$ cat src/rtl/seg_disp_ctrl.sv
// Command-driven register file for the 8-digit 74HC595 segment scanner.
// Holds digit values and enable/dot/blink masks; blinking digits are gated by a half-period timer.
module seg_disp_ctrl #(
  parameter int unsigned BLINK_HALF = 6000000,
  parameter int          CNT_W      = 24
) (
  input  logic       clk,
  input  logic       rst_n,
  input  logic       cmd_valid,
  output logic       cmd_ready,
  input  logic [2:0] cmd_op,
  input  logic [2:0] cmd_addr,
  input  logic [7:0] cmd_data,
  output logic [3:0] dat_1,
  output logic [3:0] dat_2,
  output logic [3:0] dat_3,
  output logic [3:0] dat_4,
  output logic [3:0] dat_5,
  output logic [3:0] dat_6,
  output logic [3:0] dat_7,
  output logic [3:0] dat_8,
  output logic [7:0] dat_en,
  output logic [7:0] dot_en,
  output logic       blink_phase
);

  localparam logic [2:0] OP_WR_DIGIT  = 3'd1;
  localparam logic [2:0] OP_SET_EN    = 3'd2;
  localparam logic [2:0] OP_SET_DOT   = 3'd3;
  localparam logic [2:0] OP_SET_BLINK = 3'd4;
  localparam logic [2:0] OP_CLEAR     = 3'd5;
  localparam logic [2:0] OP_SHIFT_IN  = 3'd6;

  localparam logic [CNT_W-1:0] CNT_LAST = CNT_W'(BLINK_HALF - 1);

  typedef enum logic {IDLE, CLR} state_t;

  state_t           state, state_nxt;
  logic [2:0]       idx, idx_nxt;
  logic [3:0]       digit [8];
  logic [7:0]       en_reg, dot_reg, blink_mask;
  logic [CNT_W-1:0] blink_cnt;
  logic             accept;

  assign cmd_ready = (state == IDLE);
  assign accept    = cmd_valid & cmd_ready;

  always_ff @(posedge clk or negedge rst_n) begin
    if (!rst_n) begin
      state <= IDLE;
      idx   <= 3'd0;
    end else begin
      state <= state_nxt;
      idx   <= idx_nxt;
    end
  end

  always_comb begin
    state_nxt = state;
    idx_nxt   = idx;
    case (state)
      IDLE: begin
        if (accept && cmd_op == OP_CLEAR) begin
          state_nxt = CLR;
          idx_nxt   = 3'd0;
        end
      end
      CLR: begin
        idx_nxt = idx + 3'd1;
        if (idx == 3'd7) state_nxt = IDLE;
      end
      default: state_nxt = IDLE;
    endcase
  end

  // Digit index i maps to bit 7-i of the masks, i.e. bit ~i for a 3-bit index.
  always_ff @(posedge clk or negedge rst_n) begin
    if (!rst_n) begin
      for (int i = 0; i < 8; i++) digit[i] <= 4'h0;
      en_reg     <= 8'h00;
      dot_reg    <= 8'h00;
      blink_mask <= 8'h00;
    end else if (state == CLR) begin
      digit[idx]    <= 4'h0;
      en_reg[~idx]  <= 1'b0;
      dot_reg[~idx] <= 1'b0;
      if (idx == 3'd7) blink_mask <= 8'h00;
    end else if (accept) begin
      case (cmd_op)
        OP_WR_DIGIT: begin
          digit[cmd_addr]    <= cmd_data[3:0];
          dot_reg[~cmd_addr] <= cmd_data[4];
          en_reg[~cmd_addr]  <= cmd_data[5];
        end
        OP_SET_EN:    en_reg     <= cmd_data;
        OP_SET_DOT:   dot_reg    <= cmd_data;
        OP_SET_BLINK: blink_mask <= cmd_data;
        OP_SHIFT_IN: begin
          for (int i = 0; i < 7; i++) digit[i] <= digit[i+1];
          digit[7] <= cmd_data[3:0];
          en_reg   <= {en_reg[6:0], 1'b1};
          dot_reg  <= {dot_reg[6:0], cmd_data[4]};
        end
        default: ;
      endcase
    end
  end

  // A SET_BLINK restarts the half-period so the blink pattern begins in the visible phase.
  always_ff @(posedge clk or negedge rst_n) begin
    if (!rst_n) begin
      blink_cnt   <= '0;
      blink_phase <= 1'b0;
    end else if (accept && cmd_op == OP_SET_BLINK) begin
      blink_cnt   <= '0;
      blink_phase <= 1'b0;
    end else if (blink_cnt == CNT_LAST) begin
      blink_cnt   <= '0;
      blink_phase <= ~blink_phase;
    end else begin
      blink_cnt <= blink_cnt + CNT_W'(1);
    end
  end

  assign dat_1  = digit[0];
  assign dat_2  = digit[1];
  assign dat_3  = digit[2];
  assign dat_4  = digit[3];
  assign dat_5  = digit[4];
  assign dat_6  = digit[5];
  assign dat_7  = digit[6];
  assign dat_8  = digit[7];
  assign dat_en = en_reg & ~(blink_mask & {8{blink_phase}});
  assign dot_en = dot_reg;

endmodule

$ cat config.mk
export PLATFORM = sky130hd
export DESIGN_NAME = seg_disp_ctrl
export DESIGN_NICKNAME = d
export VERILOG_FILES = /design/src/rtl/seg_disp_ctrl.sv
export SDC_FILE = /design/constraint.sdc
export NUM_CORES = 1
export LEC_CHECK = 0
export ABC_AREA = 1
export CORE_UTILIZATION = 60
export DETAILED_ROUTE_END_ITERATION = 10
export PLACE_DENSITY = 0.84
export REMOVE_ABC_BUFFERS = 1
export SYNTH_ARGS = -nofsm -noshare
export SYNTH_HDL_FRONTEND = slang
export SYNTH_SLANG_ARGS = --single-unit
$ cat constraint.sdc
create_clock -name clk -period 2.58 [get_ports clk]
set_input_delay 0.516 -clock clk [delete_from_list [all_inputs] [get_ports clk]]
set_output_delay 0.516 -clock clk [all_outputs]
set_load 0.03 [all_outputs]
# After elaboration in Yosys (flattened, before gate mapping)
# Cells that the tools add are included.
totals:
  ff_bits: 85
  input_bits: 17
  out_inout_bits: 50
  elab_cells: 99
classes:
  addsub: 2
  order_cmp: 8
  eq_ne: 10
  muxes: 33
  n_bitwise: 15
  reduce_logical: 16
op_table:
  columns: ["cell", "n"]
  rows:
  - ["32-bit two-way mux", 2]
  - ["8-bit two-way mux", 8]
  - ["32-bit one-hot mux with 2 select lines", 1]
  - ["24-bit two-way mux", 2]
  - ["8-bit one-hot mux with 3 select lines", 2]
  - ["32-bit AND", 1]
  - ["8-bit AND", 4]
  - ["32-bit bitwise mux", 1]
  - ["32-bit NOT", 1]
  - ["24-bit by 1-bit adder with 24-bit output, second input constant", 1]
  - ["4-bit demux with 3-bit select", 2]
  - ["24-bit by 23-bit == test with 1-bit output, second input constant", 1]
  - ["8-bit bitwise mux", 2]
  - ["8-bit NOT", 2]
  - ["3-bit == test, second input constant", 4]
  - ["4-bit greater-or-equal comparator, second input constant", 2]
  - ["3-bit by 4-bit less-than comparator with 1-bit output, second input constant", 2]
  - ["4-bit by 1-bit less-than comparator with 1-bit output, second input constant", 2]
  - ["4-bit two-way mux", 2]
  - ["3-bit NOT with 4-bit output", 2]
  - ["4-bit nonzero test", 2]
  - ["1-bit demux with 3-bit select", 2]
  - ["3-bit by 2-bit == test with 1-bit output, second input constant", 2]
  - ["3-bit by 1-bit greater-or-equal comparator with 1-bit output, second input constant", 2]
  - ["15 further kinds", 32]

# Depth between registers and ports, before layout
logic_depth:
  depth_word: 9
  depth_mapped: 10
  depth_no_buf: 10

# Least setup slack after synthesis
# No wires, ideal clock.
synth_timing:
  kind: "register to output"
  start: "register blink_phase"
  end: "output dat_en[1]"
  arrival_ps: 1421
  setup_slack_ps: 643
  stages_incl_launch_ff: 3
  path_buffers: 1
  cell_sequence: "dfrtp_1 > clkbuf_1 > a21boi_0"
synth_via:
  elab_chain_len: 3
synth_rtl:
  columns: ["element", "line", "text"]
  rows:
  - ["start, declared", "24", "output logic blink_phase"]
  - ["start signal, assigned", "119", "blink_phase <= ~blink_phase;"]
  - ["8-bit AND", "133", "assign dat_en = en_reg & ~(blink_mask & {8{blink_phase}});"]
  - ["8-bit NOT", "133", null]
  - ["8-bit AND", "133", null]
  - ["end, declared", "22", "output logic [7:0] dat_en,"]
# Every way passes these cells.

# Worst setup path after layout
layout_timing:
  start: "register blink_phase"
  end: "output dat_en[6]"
# Same word-level chain as after synthesis.

==> metrics.md <==
| Metric | Value |
|---|---|
| Largest net degree at the start of global routing | 50 |
| Int Pwr | between 3000 and 4000 µW |
| Die W | 95.5 µm |
| DR vias | ~5.5k |
| DR vias/cell | 5.84 |
| Chip height | around 95 µm |
| Tmin final | between 2 and 2.5 ns |
| Core area | between 8000 and 9000 µm² |
| Stages on worst setup path | 2 |
| Worst Setup SP | blink_phase |
| CTS H-tree lvls | 3 |
| I/O Pins | 67 |
| CTS tree | yes |
| Total Wirelength | 15100 µm |
| Reg-to-reg endpoint | dat_7[3] |
| Buf/Inv on CP | 1 |
| Antenna violations before repair | 1 |
| Fmax | 431 MHz |
| PortBufs | 66 |
| Met1 Use GR | a little under half |
| Max cap viols | 0 |
| Slew headroom | a little over three fifths |
| GRT Max-Usage Layer | met2 |
| Period Utilization, post-route | between 80% and 90% |
| Worst setup endpoint | dat_en[6] |
| Overall routing resource usage | 35.2% |
| Delay-heaviest family, CP | buffers and inverters |
| Hold Fails Final Rpt | 0 |
| Syn. warnings | 0 |
| Syn_area_per_cell | about 6.8 µm² |
| Post-synthesis sequential area ratio | between 40% and 50% |
| Initial Utilization | between 60% and 70% |
| Async set or reset register ratio after synthesis | between 90% and 100% |
| Layout area overhead | 18.9% |
| Top reg by flops | blink_cnt |
| FF-to-FF setup slack | 0.57 ns |
| Worst min path class | in -> async |
| CTS clk-pin slew, worst paths | approximately 0.10 ns |
| Met3 global-route usage | 7.26% |
| Die ar. | slightly above 9000 µm² |
| Final core area utilization | 74.8% |
| Ant. Diodes | 0 |
| Iteration count of the initial detailed-routing pass | 5 |
| Max FFs per register | 24 |
| Gate Count Post-Synth | 771 |
| Slew @ Worst Pin | ~0.56 ns |
| Critical path data required time | 2.06 ns |
| Congestion Overflow GR | 0 |
| Top cell type by total area after synthesis | dfrtp_1 |
| Pwr dens | ~1000 nW/µm² |
| Setup TNS | 0 ns |
| Resize count post-CTS | 0 |
| Met2 GRT Util | 56.0% |
| DR WL/cell | about 16 µm |
| Worst Path Max Fanout | 11 |
| CTS hold repair buffers | 0 |
| Post-CTS setup buffers | 0 |
| Largest stage delay, worst path | between 0.7 and 0.8 ns |
| Nets | 860 |
| Routed Antenna Nets | 0 |
| Crit start category | flop |
| Crit-path cells | a21boi_0, clkdlybuf4s50_1 |
| Flop pwr share | a little over a third |
| CTS buffer count | 9 |
| Core Rows | 33 |
| Share of layout cells above drive strength 1 | under 10% |
| DR iter-0 viols | slightly above 400 |
| RSZ-0062 raised after global routing | false |
| Main synth FF type | dfrtp_1 |
| Crit. End Element | output pin |
| Crit path kind | reg -> out |
| Synthesis-stage register bit count | 85 |
| Worst EP arrival | ~1.8 ns |
| # fillers | roughly 670 |
| Clk pwr share | between 10% and 20% |
| CTS sink count | 85 |
| Clk_skew | approximately 0.016 ns |
| Post-synth EDFFs | 0 |
| Switching portion of total power | between 40% and 50% |
| Outcome | completed |
| Gpl congestion | between 0.9 and 1 |
| Worst-case reg-to-reg path depth | 7 |
| # DRC | 0 |
| Clock tree root buffer cell | clkbuf_8 |
| FF-to-FF Start | state |
| # setup viols final | 0 |
| Post-Synthesis Cell Area | ~5200 µm² |
| Max Slew Vio Count | 0 |
| Clock Path Buffers | 2 |
| First-pass GRT wire length | roughly 24000 µm |
| Vias in the first global route | between 5k and 6k |
| Logic pwr share | slightly below 50% |
| Synth cell types | 32 |
| Max VDD drop | just over 0.6 mV |
| Synth top area share | between 40 and 50% |
| P_sw | around 3000 µW |
| HPWL Detailed | approximately 11000 µm |
| Worst-Skew Late Latency | 0.37 ns |
| Leakage | approximately 0.0031 µW |
| Top post-synthesis cells by area | dfrtp_1, nand2_1, nand3_1 |
| Slowest CP cell | clkdlybuf4s50_1 |
power by group through the flow:
stage                     registers (µW)  logic, µW  clock network [µW]
after floorplan                     2600       1440                   0
after global placement              2220       2990                   0
after detailed placement            2240       3070                   0
after CTS                           2220       3080                 967
after global routing                2290       3390                1020
final                               2230       3100                 956
through the flow:
stage | instance area, µm² | setup slack [ns] | hold WS (ns) | total power (µW) | cells
after CTS | 6230 | 0.220 | 0.111 | 6270 | 950
after floorplan | 5110 | 0.343 | 0.220 | 4040 | 747
after detailed placement | 6040 | 0.0765 | 0.464 | 5300 | 934
after global placement | 6040 | 0.209 | 0.462 | 5210 | 934
final | 6230 | 0.260 | 0.104 | 6280 | 950
after global routing | 6230 | 0.175 | 0.134 | 6700 | 950
cell type report:
class                      count  area (µm²)  area share (%)
clock buffer                  10         138            2.21
multi-input combinational    601        2750            44.2
clock inverter                 6        53.8           0.863
inverter                      61         231            3.71
timing repair buffer          82         801            12.8
sequential                    85        2130            34.1
tap                          105         131            2.11
how the worst min path moves through the flow:
stage          depth (start not counted)          from       endpoint
2_1_floorplan                          0         rst_n   blink_cnt[0]
3_3_place_gp                           1  blink_cnt[0]   blink_cnt[0]
3_5_place_dp                           1  blink_cnt[0]   blink_cnt[0]
4_1_cts                                1         rst_n      en_reg[1]
5_1_grt                                1         rst_n  blink_mask[1]
6_report                               1         rst_n  blink_mask[0]
logic make-up after synthesis:
logic type / count (synthesis) / synth area share (%)
AOI/OAI and AO/OA: 67 / 6.87
adders and majority gates: 3 / 0.716
buffers and inverters: 85 / 6.94
DFF: 85 / 40.6
xor gates and xnor gates: 14 / 2.34
and+or+nand+nor: 517 / 42.6
synthesized netlist by cell type, types with 2 or more instances:
cell,instances
a21boi_0,5
a21oi_1,7
buf_2,16
buf_4,4
clkbuf_1,3
dfrtp_1,85
ha_1,3
inv_1,55
inv_2,4
nand2_1,294
nand2_2,5
nand3_1,92
nand3_2,3
nand4_1,31
nor2_1,82
nor2_4,2
o211ai_1,5
o21ai_0,48
o21ai_1,2
xnor2_1,6
xor2_1,8
cells in the final DEF (no fill, tap or decap), types with 2 or more instances in the layout:
cell type        count
xnor2_1              6
nor2_1              82
nand4_1             31
nor2_4               2
clkbuf_8            10
xor2_1               8
clkdlybuf4s50_1     64
o211ai_1             5
a21oi_1              7
nand2_2              5
o21ai_1              2
inv_1               55
nand3_1             92
a21boi_0             5
buf_4               16
inv_6                3
nand3_2              3
o21ai_0             48
ha_1                 3
dfrtp_1             85
nand2_1            294
inv_2                4
buf_12               2
routing by layer:
metal | up-vias | routed length (µm)
met3 | 48 | 1420
met2 | 289 | 6840
met5 | - | 13
li1 | 2633 | -
met1 | 2577 | 6350
met4 | 2 | 444
Power figures use the tool's default switching activity.
